## src/rtl/filter_pkg.sv

```systemverilog
// Shared types and default geometry for the FIR tap-window feeder.
package filter_pkg;

   localparam int FILT_DATA_W = 8;
   localparam int FILT_TAPS   = 4;

   typedef logic [FILT_DATA_W-1:0]           sample_t;
   typedef logic [FILT_DATA_W*FILT_TAPS-1:0] window_t;

   typedef enum logic {PRIME, RUN} win_state_t;

endpackage

```

## src/rtl/filter_sample_shreg.sv

```systemverilog
// Sample history register: newest sample in the low slice, oldest in the top slice.
module filter_sample_shreg
   import filter_pkg::*;
#(
   parameter int DATA_W = FILT_DATA_W,
   parameter int TAPS   = FILT_TAPS
) (
   input  logic                     clk,
   input  logic                     rst,
   input  logic                     clear,
   input  logic                     shift_en,
   input  logic [DATA_W-1:0]        in_data,
   output logic [DATA_W*TAPS-1:0]   window
);

   localparam int WIN_W = DATA_W * TAPS;

   logic [WIN_W-1:0] hist;

   assign window = hist;

   // Shifting left by one sample drops the oldest slice off the top.
   always_ff @(posedge clk) begin
      if (rst || clear) begin
         hist <= '0;
      end else if (shift_en) begin
         hist <= (hist << DATA_W) | WIN_W'(in_data);
      end
   end

endmodule

```

## src/rtl/filter_tap_window.sv

```systemverilog
// Sliding sample window feeder with priming, decimation, flush and a registered valid/ready output.
module filter_tap_window
   import filter_pkg::*;
#(
   parameter int DATA_W = FILT_DATA_W,
   parameter int TAPS   = FILT_TAPS,
   parameter int DECIM  = 1
) (
   input  logic                     clk,
   input  logic                     rst,
   input  logic                     flush,
   input  logic [DATA_W-1:0]        in_data,
   input  logic                     in_valid,
   output logic                     in_ready,
   output logic [DATA_W*TAPS-1:0]   out_data,
   output logic                     out_valid,
   input  logic                     out_ready,
   output logic                     primed
);

   localparam int WIN_W  = DATA_W * TAPS;
   localparam int FILL_W = $clog2(TAPS + 1);
   localparam logic [FILL_W-1:0] FILL_FULL = FILL_W'(TAPS);
   localparam logic [3:0]        DECIM_CNT = 4'(DECIM);

   win_state_t         state, state_next;
   logic [FILL_W-1:0]  fill, fill_next;
   logic [3:0]         dcnt, dcnt_next, dcnt_inc;
   logic               accept, emit;
   logic [WIN_W-1:0]   window, next_window;

   assign in_ready    = !rst && !flush && (!out_valid || out_ready);
   assign accept      = in_valid && in_ready;
   assign next_window = (window << DATA_W) | WIN_W'(in_data);

   filter_sample_shreg #(
      .DATA_W (DATA_W),
      .TAPS   (TAPS)
   ) u_shreg (
      .clk      (clk),
      .rst      (rst),
      .clear    (flush),
      .shift_en (accept),
      .in_data  (in_data),
      .window   (window)
   );

   // Priming emits on the accept that fills the history; afterwards every DECIM-th accept emits.
   always_comb begin
      state_next = state;
      fill_next  = fill;
      dcnt_next  = dcnt;
      dcnt_inc   = dcnt + 4'd1;
      emit       = 1'b0;
      if (accept) begin
         if (fill != FILL_FULL) begin
            fill_next = fill + FILL_W'(1);
         end
         case (state)
            PRIME: begin
               if (fill == FILL_FULL - FILL_W'(1)) begin
                  emit       = 1'b1;
                  dcnt_next  = '0;
                  state_next = RUN;
               end
            end
            RUN: begin
               if (dcnt_inc == DECIM_CNT) begin
                  emit      = 1'b1;
                  dcnt_next = '0;
               end else begin
                  dcnt_next = dcnt_inc;
               end
            end
            default: state_next = PRIME;
         endcase
      end
   end

   // A new window may replace one being consumed on the same edge, keeping out_valid high.
   always_ff @(posedge clk) begin
      if (rst) begin
         state     <= PRIME;
         fill      <= '0;
         dcnt      <= '0;
         out_data  <= '0;
         out_valid <= 1'b0;
         primed    <= 1'b0;
      end else if (flush) begin
         state     <= PRIME;
         fill      <= '0;
         dcnt      <= '0;
         out_valid <= 1'b0;
         primed    <= 1'b0;
      end else begin
         state  <= state_next;
         fill   <= fill_next;
         dcnt   <= dcnt_next;
         primed <= (fill_next == FILL_FULL);
         if (emit) begin
            out_data  <= next_window;
            out_valid <= 1'b1;
         end else if (out_ready) begin
            out_valid <= 1'b0;
         end
      end
   end

endmodule

```

## config.mk

```make
export PLATFORM = sky130hd
export DESIGN_NAME = filter_tap_window
export DESIGN_NICKNAME = d
export VERILOG_FILES = /design/src/rtl/filter_pkg.sv /design/src/rtl/filter_sample_shreg.sv /design/src/rtl/filter_tap_window.sv
export SDC_FILE = /design/constraint.sdc
export NUM_CORES = 1
export LEC_CHECK = 0
export BUFFER_PORTS_ARGS = -buffer_cell sky130_fd_sc_hd__buf_2
export CORE_ASPECT_RATIO = 1.4
export CORE_MARGIN = 2
export CORE_UTILIZATION = 55
export DETAILED_ROUTE_END_ITERATION = 10
export HOLD_SLACK_MARGIN = 0.15
export MAX_ROUTING_LAYER = met4
export PLACE_DENSITY = 0.78
export REMOVE_ABC_BUFFERS = 1
export SYNTH_ARGS = -nofsm -noshare
export SYNTH_HDL_FRONTEND = slang
export SYNTH_HIERARCHICAL = 1
export SYNTH_SLANG_ARGS = --single-unit
```

## constraint.sdc

```tcl
create_clock -name clk -period 2.4 [get_ports clk]
set_input_delay 0.12 -clock clk [delete_from_list [all_inputs] [get_ports clk]]
set_output_delay 0.12 -clock clk [all_outputs]
set_load 0.05 [all_outputs]
```

==> results of run 1 <==
[registers in the layout, summed over array words and instances, names as in the netlist]
name            cells
dcnt                4
fill                3
out_data           32
out_valid           1
primed              1
state               1
u_shreg/window     24
[worst min-delay path: stages]
cell     delay [ps]
buf_2           130
nor2_4           50
nand2_1          50
o21ai_0          70
[metrics by stage]
step	util, %	worst slack, ps	setup TNS (ps)
2_1_floorplan	-	-389.3	-18660
3_3_place_gp	59.85	629.8	0
3_5_place_dp	59.85	547.9	0
4_1_cts	65.74	527.1	0
5_1_grt	65.74	363.9	0
6_report	65.74	511.0	0
[power groups by stage]
stage / Clock (mW) / Combinational, mW / Sequential (mW)
final: 0.881 / 0.0953 / 1.10
after global routing: 0.945 / 0.103 / 1.10
after CTS: 0.902 / 0.0951 / 1.10
after detailed placement: 0 / 0.0819 / 1.12
after global placement: 0 / 0.0811 / 1.12
after floorplan: 0 / 0.0427 / 1.12
[worst max path at each step]
| stage | to | slack, ps | start |
|---|---|---|---|
| final | out_data[28] | 510 | dcnt[0] |
| after global routing | out_data[16] | 360 | dcnt[0] |
| after CTS | out_data[17] | 530 | dcnt[0] |
| after detailed placement | out_data[17] | 550 | dcnt[0] |
| after global placement | out_data[10] | 630 | dcnt[0] |
| after floorplan | u_shreg/window[0] | -390 | out_valid |
[placed cells by master, fill, tap and decap left out, types with 2 or more instances in the layout]
master and instances:
dfxtp_1 66, buf_2 47, nand3_1 38, a21oi_1 37, o21ai_0 30, nor2_1 30, mux2i_1 26, clkbuf_8 10
dlygate4sd3_1 10, inv_1 5, o21ai_1 5, ha_1 5, buf_4 4, nand2b_1 3, nand2_1 3, and2_1 2
a21oi_2 2, nor3_1 2, clkbuf_1 2, clkinv_2 2
[cell type report]
type,count,area [um2],area share [%]
flip-flops and latches,66,1321,41.51
multi-input cells,197,1189,37.34
repair buffers,62,385.4,12.11
clock buffers,12,145.1,4.560
well taps,64,80.08,2.516
clock inverters,3,40.04,1.258
inverters,6,22.52,0.7075
[routing by layer]
| metal | track usage [%] | share of wire (%) |
|---|---|---|
| met2 | 37.89 | 51 |
| met1 | 23.63 | 42 |
| met3 | 4.787 | 4.8 |
| met5 | - | 0 |
| met4 | 11.86 | 1.5 |
==> key figures, run 1 <==
Outcome
  – Run status: finished, final reports clean

Clock network
  – Reg clk slew, reported paths: around 70 ps
  – Resized Gates After CTS: 0
  – Root buf cell: clkbuf_8
  – Setup Buffers After CTS: 0
  – Clock Path Buffers: 2
  – Clock sinks: 66
  – CTS tree: yes
  – Hold-fix buffers, CTS: 10
  – H-Tree Depth: 3
  – Worst-Skew Late Latency: 330 ps
  – CTS buffer count: 9

Power
  – Sw Share: about a fifth
  – Clock power frac: a little over two fifths
  – Combinational Power Share: ~4.6%
  – P_sw: between 400 and 500 uW
  – Flop pwr share: 53.0%
  – Pint: approximately 1.6 mW
  – Design Power: just over 2 mW
  – Peak VDD IR: just under 0.4 mV
  – Power Density: ~650 nW/um2
  – Leakage: ~1.2 nW

Setup path
  – Crit-path max FO: 32
  – Arrival @ worst endpoint: about 2200 ps
  – R2r startpoint: dcnt[0]
  – R2R depth: 8
  – Levels on crit path: 8
  – Required time worst endpoint: 2660 ps
  – Critical path capture point type: register
  – Crit path buf inv count: 2
  – Reg2reg setup slack: roughly 510 ps
  – Largest delay share family, worst path: flip-flops
  – Crit Path Class: register to register
  – Type of origin of the critical path: register
  – R2R Path End: out_data[28]
  – Crit path cell chain: inv_1 -> ha_1 -> nor4b_2 -> nand2b_1 -> o22ai_2 -> buf_4 -> o21ai_0 -> a21oi_1
  – Crit path largest cell delay: between 400 and 500 ps
  – Slowest-stage cell, CP: dfxtp_1

Floorplan
  – Die area: 5568 um2
  – Die Ht: ~87 um
  – Cell row count: 30
  – Initial Util: 56.56%
  – Die Span X: around 64 um
  – I/O Pins: between 40 and 50
  – Area of the core: about 4800 um2

Final layout
  – Inserted Diodes: 0
  – Nets@finish: 360
  – Area growth syn-to-layout: 16.22%
  – Final Instance Area: roughly 3200 um2
  – Fill cell count: between 400 and 500
  – Layout cells sized above 1: a little over a fifth
  – Final Instance Count excl. Fillers: between 400 and 500

Synthesis
  – Warnings from Yosys: 6
  – Post-synthesis area per instance: just over 9 um2
  – Synth Instances: approximately 300
  – Post-Syn Area: approximately 2700 um2

GRT
  – Grt ovf: 0
  – Number of global-route vias before repair: approximately 2100
  – GRT Total Usage: between 20 and 25%
  – First-pass GRT wire length: between 9 and 10 mm
  – Initial antenna violation count: 0
  – Largest net degree at the start of global routing: 37

Hold path
  – WHS Path Cells: 4
  – HP Class: input port to register
  – Worst Hold End: dcnt[3]
  – Hold wc startpoint: rst

Placed design
  – Dpl cell area: a little under 3000 um2
  – Dpl hpwl: 3.524 mm
  – Port bufs: 47
  – GPL Wtd Cong: roughly 0.8
  – Placed insts: between 300 and 400

Routing
  – Antenna viol nets, final: 0
  – Vias per cell: 5.439
  – First-pass iteration count of the detailed router: 4
  – Post-Route WL: roughly 5.6 mm
  – Starting DRC count in detailed routing: approximately 170
  – Drc violations: 0
  – Routed vias: about 2200
  – WL per Instance: around 14 um

Job
  – Max-cap violations: 0

Timing
  – Hold Violations, Final: 0
  – Clk_skew: roughly 6.5 ps
  – Setup violators final: 0
  – Fin crit period: between 1500 and 2000 ps
  – Hold WS: between 150 and 200 ps
  – Slew HR: about 66%
  – Fmax achieved: 529.4 MHz
  – Worst-margin pin slew: between 500 and 600 ps
  – Final count of pins violating max slew: 0
  – Crit share post-route: about 79%
  – RSZ-0062 raised after global routing: false
No activity file was read; power rests on OpenSTA's default activity.
==> run 2: changes to the inputs <==
clock period = 1.9 ns   (was 2.4 ns; I/O delays follow)
==> run 2 against run 1 <==
Register-to-register slack got worse by 410 ps; utilization increased by 1.8 points; critical path depth decreased by 1; clock power increased by 21%; sequential power increased by 26%; first-iteration DRC count decreased by 7.0%; die area unchanged; wire length increased by 2.4%; hold slack improved by 55 ps; non-clock buffer count increased by 4; total power increased by 24%; clock skew decreased by 1.6 ps; critical endpoint unchanged; largest cell class unchanged; largest power group unchanged; highest routed layer unchanged.
==> key figures, run 2 (synthesized netlist as in run 1, its figures left out) <==
Outcome
  – Run status: finished, final reports clean

Floorplan
  – Die Span X: between 60 and 70 um
  – I/O Pins: 48
  – Die area: approximately 5600 um2
  – Initial Util: between 50% and 60%
  – Die Ht: about 87 um
  – Area of the core: roughly 4800 um2
  – Cell row count: 30

Final layout
  – Layout cells sized above 1: 23.30%
  – Area growth syn-to-layout: 19.42%
  – Finished Core Util: between 60% and 70%
  – Nets@finish: between 300 and 400
  – Most frequent cells in the layout: 65 x dfxtp_1, 47 x buf_2, 38 x nand3_1
  – Largest register by flop count: out_data
  – Commonest non-fill, non-tap cell in the layout: dfxtp_1
  – Max reg flops: 32
  – Final Instance Area: roughly 3300 um2
  – Inserted Diodes: 0

Timing
  – Fin crit period: approximately 1800 ps
  – Crit share post-route: 94.73%
  – Fmax achieved: ~560 MHz
  – Slew HR: between 40 and 50%
  – Final count of pins violating max slew: 0
  – RSZ-0062 raised after global routing: true
  – TNS Setup: 0 ps
  – Clk_skew: just under 5 ps
  – Hold Violations, Final: 0
  – Worst-margin pin slew: between 800 and 900 ps
  – Setup violators final: 0
  – Hold WS: ~210 ps

Clock network
  – Worst-Skew Late Latency: roughly 340 ps
  – CTS tree: yes
  – Clock Path Buffers: 2
  – Clock sinks: 66
  – Reg clk slew, reported paths: 70 ps
  – Root buf cell: clkbuf_8
  – CTS buffer count: 9
  – H-Tree Depth: 3

Power
  – Flop pwr share: 53.9%
  – Peak VDD IR: 0.6049 mV
  – Power Density: 788.1 nW/um2
  – P_sw: between 500 and 600 uW
  – Leakage: approximately 1.2 nW
  – Design Power: 2.578 mW
  – Sw Share: between 20% and 30%
  – Clock power frac: approximately two fifths
  – Pint: around 2.0 mW
  – Combinational Power Share: about 4.8%

GRT
  – Grt ovf: 0
  – Initial antenna violation count: 0
  – Largest net degree at the start of global routing: 36
  – First-pass GRT wire length: about 9 mm
  – GRT Total Usage: between 20 and 25%
  – Number of global-route vias before repair: about 2100

Hold path
  – HP Class: input port to register
  – Hold wc startpoint: out_ready
  – WHS Path Cells: 4
  – Worst Hold End: out_valid

Placed design
  – GPL Wtd Cong: between 0.8 and 0.9
  – Dpl hpwl: 3.551 mm
  – Dpl cell area: 2933 um2
  – Port bufs: 47

Setup path
  – Slowest-stage cell, CP: dfxtp_1
  – R2r startpoint: dcnt[1]
  – Arrival @ worst endpoint: ~2000 ps
  – Crit Path Class: register to register
  – Crit path largest cell delay: 420 ps
  – Critical path capture point type: register
  – Reg2reg setup slack: ~100 ps
  – Type of origin of the critical path: register
  – Crit path cell chain: ha_2 -> nand3_1 -> a21oi_4 -> o22ai_2 -> buf_12 -> o21ai_0 -> a21oi_1
  – Crit-path max FO: 32
  – Required time worst endpoint: ~2100 ps
  – R2R depth: 7
  – Crit path buf inv count: 1
  – Largest delay share family, worst path: compound AO/OA/AOI/OAI gates
  – R2R Path End: out_data[28]

Routing
  – Post-Route WL: roughly 5.7 mm
  – Met3 wire len: roughly 300 um
  – Starting DRC count in detailed routing: 160
  – Highest routing layer actually used: met4
  – Antenna viol nets, final: 0
  – Routed vias: 2326
  – Drc violations: 0
  – Vias per cell: 5.591
  – DRT met1 WL: approximately 2.5 mm
  – First-pass iteration count of the detailed router: 5
  – WL per Instance: 13.73 um
  – Routed wl met2: about 2.8 mm

Job
  – Max-cap violations: 0
==> run 2: how the worst max path moves through the flow <==
stage	startpoint	end	slack, ps	depth (start not counted)
2_1_floorplan	out_valid	u_shreg/window[0]	-890	5
3_3_place_gp	dcnt[0]	out_data[10]	140	6
3_5_place_dp	dcnt[0]	out_data[19]	90	6
4_1_cts	dcnt[0]	out_data[28]	20	6
5_1_grt	dcnt[1]	out_data[15]	-40	7
6_report	dcnt[1]	out_data[28]	100	7
==> run 2: through the flow <==
step	worst slack, ps	instances
final	100.2	416
after global routing	-42.20	416
after CTS	18.88	415
after detailed placement	94.56	388
after global placement	144.2	388
after floorplan	-889.3	269
==> run 2: cell type report <==
type	count	area, um2
clock buffer	14	172.7
clock inverter	2	10.01
fill	389	1572
inverter	6	22.52
multi-input combinational	198	1232
sequential	66	1323
tap	64	80.08
timing repair buffer	66	430.4
==> run 2: what timing repair did <==
item | in CTS | in global routing
resized for setup | 0 | 7
buffers inserted | 0 | 0
endpoints found under the setup margin | 0 | 33
hold buffers | 11 | 0
hold endpoints to repair | 18 | 0
==> run 2: power by group through the flow <==
| stage | registers (mW) | clock network (mW) | logic [mW] |
|---|---|---|---|
| 5_1_grt | 1.39 | 1.14 | 0.133 |
| 2_1_floorplan | 1.42 | 0 | 0.0539 |
| 6_report | 1.39 | 1.07 | 0.122 |
| 4_1_cts | 1.39 | 1.09 | 0.122 |
| 3_3_place_gp | 1.42 | 0 | 0.104 |
| 3_5_place_dp | 1.42 | 0 | 0.104 |
==> run 2: routing by layer <==
metal | GRT usage, % | vias up
li1 | - | 1133
met1 | 25.72 | 1101
met2 | 33.68 | 76
met3 | 6.339 | 16
met4 | 13.24 | 0
met5 | - | -
==> run 2: worst min-delay path: cells and delay by family <==
| kind | cells | cell delay, ps |
|---|---|---|
| AO/OA/AOI/OAI | 1 | 50 |
| buffers and inverters | 2 | 230 |
| AND/OR/NAND/NOR | 1 | 130 |
==> run 3: changes to the inputs <==
CELL_PAD_IN_SITES_DETAIL_PLACEMENT = 1   (was not set)
CELL_PAD_IN_SITES_GLOBAL_PLACEMENT = 1   (was not set)
CORE_UTILIZATION = 43   (was 55)
PLACE_DENSITY = not set   (was 0.78)
PLACE_DENSITY_LB_ADDON = 0.1   (was not set)
==> run 3 against run 2 <==
Clock skew increased by 0.92 ps; design area is essentially flat; die area grew 26%; sequential power about the same; utilization decreased by 14 points; combinational power is 5% higher; clock-buffer cell count decreased by 3; sequential share of layout area hardly changed; setup slack better by 72 ps; highest routed layer unchanged.
==> key figures, run 3 (synthesized netlist as in run 1, its figures left out) <==
Power
  – Peak VDD IR: between 0.4 and 0.5 mV
  – Leakage: about 1.2 nW
  – Power Density: 797.0 nW/um2

Final layout
  – Nets@finish: 365
  – Layout cells sized above 1: roughly 23%
  – Final Instance Count excl. Fillers: approximately 420
  – Area growth syn-to-layout: 19.51%
  – Max reg flops: 32
  – Finished Core Util: a little over half
  – Inserted Diodes: 0
  – Commonest non-fill, non-tap cell in the layout: dfxtp_1
  – Most frequent cells in the layout: 64 x dfxtp_1, 47 x buf_2, 38 x nand3_1
  – Fill cell count: roughly 730
  – Largest register by flop count: out_data

Setup path
  – Crit path cell chain: inv_1 -> ha_1 -> nor4b_4 -> nand2b_4 -> o22ai_2 -> buf_12 -> o21ai_0 -> a21oi_1
  – Crit Path Class: register to register
  – Levels on crit path: 8
  – Crit path largest cell delay: between 300 and 400 ps
  – Required time worst endpoint: approximately 2100 ps
  – R2R depth: 8
  – Slowest-stage cell, CP: dfxtp_2
  – Crit path buf inv count: 2
  – Crit-path max FO: 32
  – Type of origin of the critical path: register
  – Arrival @ worst endpoint: approximately 1900 ps
  – Largest delay share family, worst path: simple AND/OR/NAND/NOR gates
  – Critical path capture point type: register

Timing
  – Hold WS: roughly 230 ps
  – Fmax achieved: between 500 and 600 MHz
  – RSZ-0062 raised after global routing: false
  – TNS Setup: 0 ps
  – Clk_skew: approximately 5.9 ps
  – Fin crit period: about 1700 ps
  – Crit share post-route: approximately nine tenths
  – Hold Violations, Final: 0
  – Worst-margin pin slew: about 530 ps
  – Setup violators final: 0
  – Final count of pins violating max slew: 0
  – Slew HR: approximately 64%

Outcome
  – Run status: finished, final reports clean

Floorplan
  – Cell row count: 34
  – I/O Pins: 48
  – Die area: about 7000 um2
  – Initial Util: approximately 44%
  – Die Span X: ~71 um
  – Area of the core: between 6000 and 7000 um2
  – Die Ht: 98.43 um

Clock network
  – Clock sinks: 66
  – Reg clk slew, reported paths: approximately 70 ps
  – CTS buffer count: 9
  – Root buf cell: clkbuf_8
  – Clock Path Buffers: 2
  – Worst-Skew Late Latency: between 300 and 400 ps
  – CTS tree: yes
  – H-Tree Depth: 3

Routing
  – First-pass iteration count of the detailed router: 4
  – Starting DRC count in detailed routing: 85
  – Vias per cell: between 5 and 6
  – Antenna viol nets, final: 0
  – Drc violations: 0
  – WL per Instance: between 15 and 20 um
  – Post-Route WL: between 6 and 7 mm
  – Routed vias: between 2000 and 2500

Hold path
  – WHS Path Cells: 3
  – HP Class: input port to register

GRT
  – GRT Total Usage: 20.02%
  – First-pass GRT wire length: ~11 mm
  – Initial antenna violation count: 0
  – Largest net degree at the start of global routing: 34
  – Grt ovf: 0
  – Number of global-route vias before repair: approximately 2300

Job
  – Max-cap violations: 0

Placed design
  – Port bufs: 47
  – GPL Wtd Cong: around 0.85
  – Dpl hpwl: about 4 mm
  – Placed insts: 395
-- run 3: cell count changes in the layout (fill, tap and decap cells not counted), sizes merged --
cell      before  now
clkinvlp       0    1
clkinv         2    1
bufinv         0    1
clkbuf        14   11
-- run 3: area by class of cell --
class	count	area (um2)	share of cell area, %
tap	72	90.09	2.752
sequential	66	1324	40.44
clock buffer	11	131.4	4.014
clock inverter	3	42.54	1.300
inverter	6	22.52	0.6881
multi-input combinational	198	1232	37.65
timing repair buffer	66	430.4	13.15
-- run 3: power by group --
group	switching [mW]	internal [mW]
registers	0.00267	1.39
clock network	0.502	0.591
logic	0.0766	0.0510
total	0.581	2.03
-- run 3: repair_timing --
| action | in CTS | in global routing |
|---|---|---|
| endpoints found under the hold margin | 18 | 0 |
| resized for setup | 0 | 8 |
| hold buffers | 11 | 0 |
| setup endpoints to repair | 0 | 33 |
| buffers inserted | 0 | 1 |
-- run 3: worst paths after layout --
path                 startpoint      endpoint  slack [ps]
max reg2reg             dcnt[0]  out_data[23]         170
min reg2reg  u_shreg/window[17]  out_data[25]         470
max                     dcnt[0]  out_data[23]         170
min                   out_ready     out_valid         230
-- run 3: tightest hold or removal path: stages --
cell and delay [ps]:
buf_2 70, nand2b_1 260, a21oi_2 80
-- run 3: routing by layer --
layer	vias up	GRT usage, %	routed length, um
li1	1130	-	-
met1	1118	23.25	2980
met2	36	33.48	3446
met3	6	3.681	146
met4	0	8.563	78
met5	-	-	0
-- run 3: stage by stage --
step | total power [mW] | cell area, um2 | worst slack [ps]
after floorplan | 1.473 | 2532 | -889.3
after global placement | 1.530 | 2935 | 110.6
after detailed placement | 1.531 | 2935 | 58.89
after CTS | 2.641 | 3219 | 36.45
after global routing | 2.701 | 3273 | 18.45
final | 2.609 | 3273 | 171.8
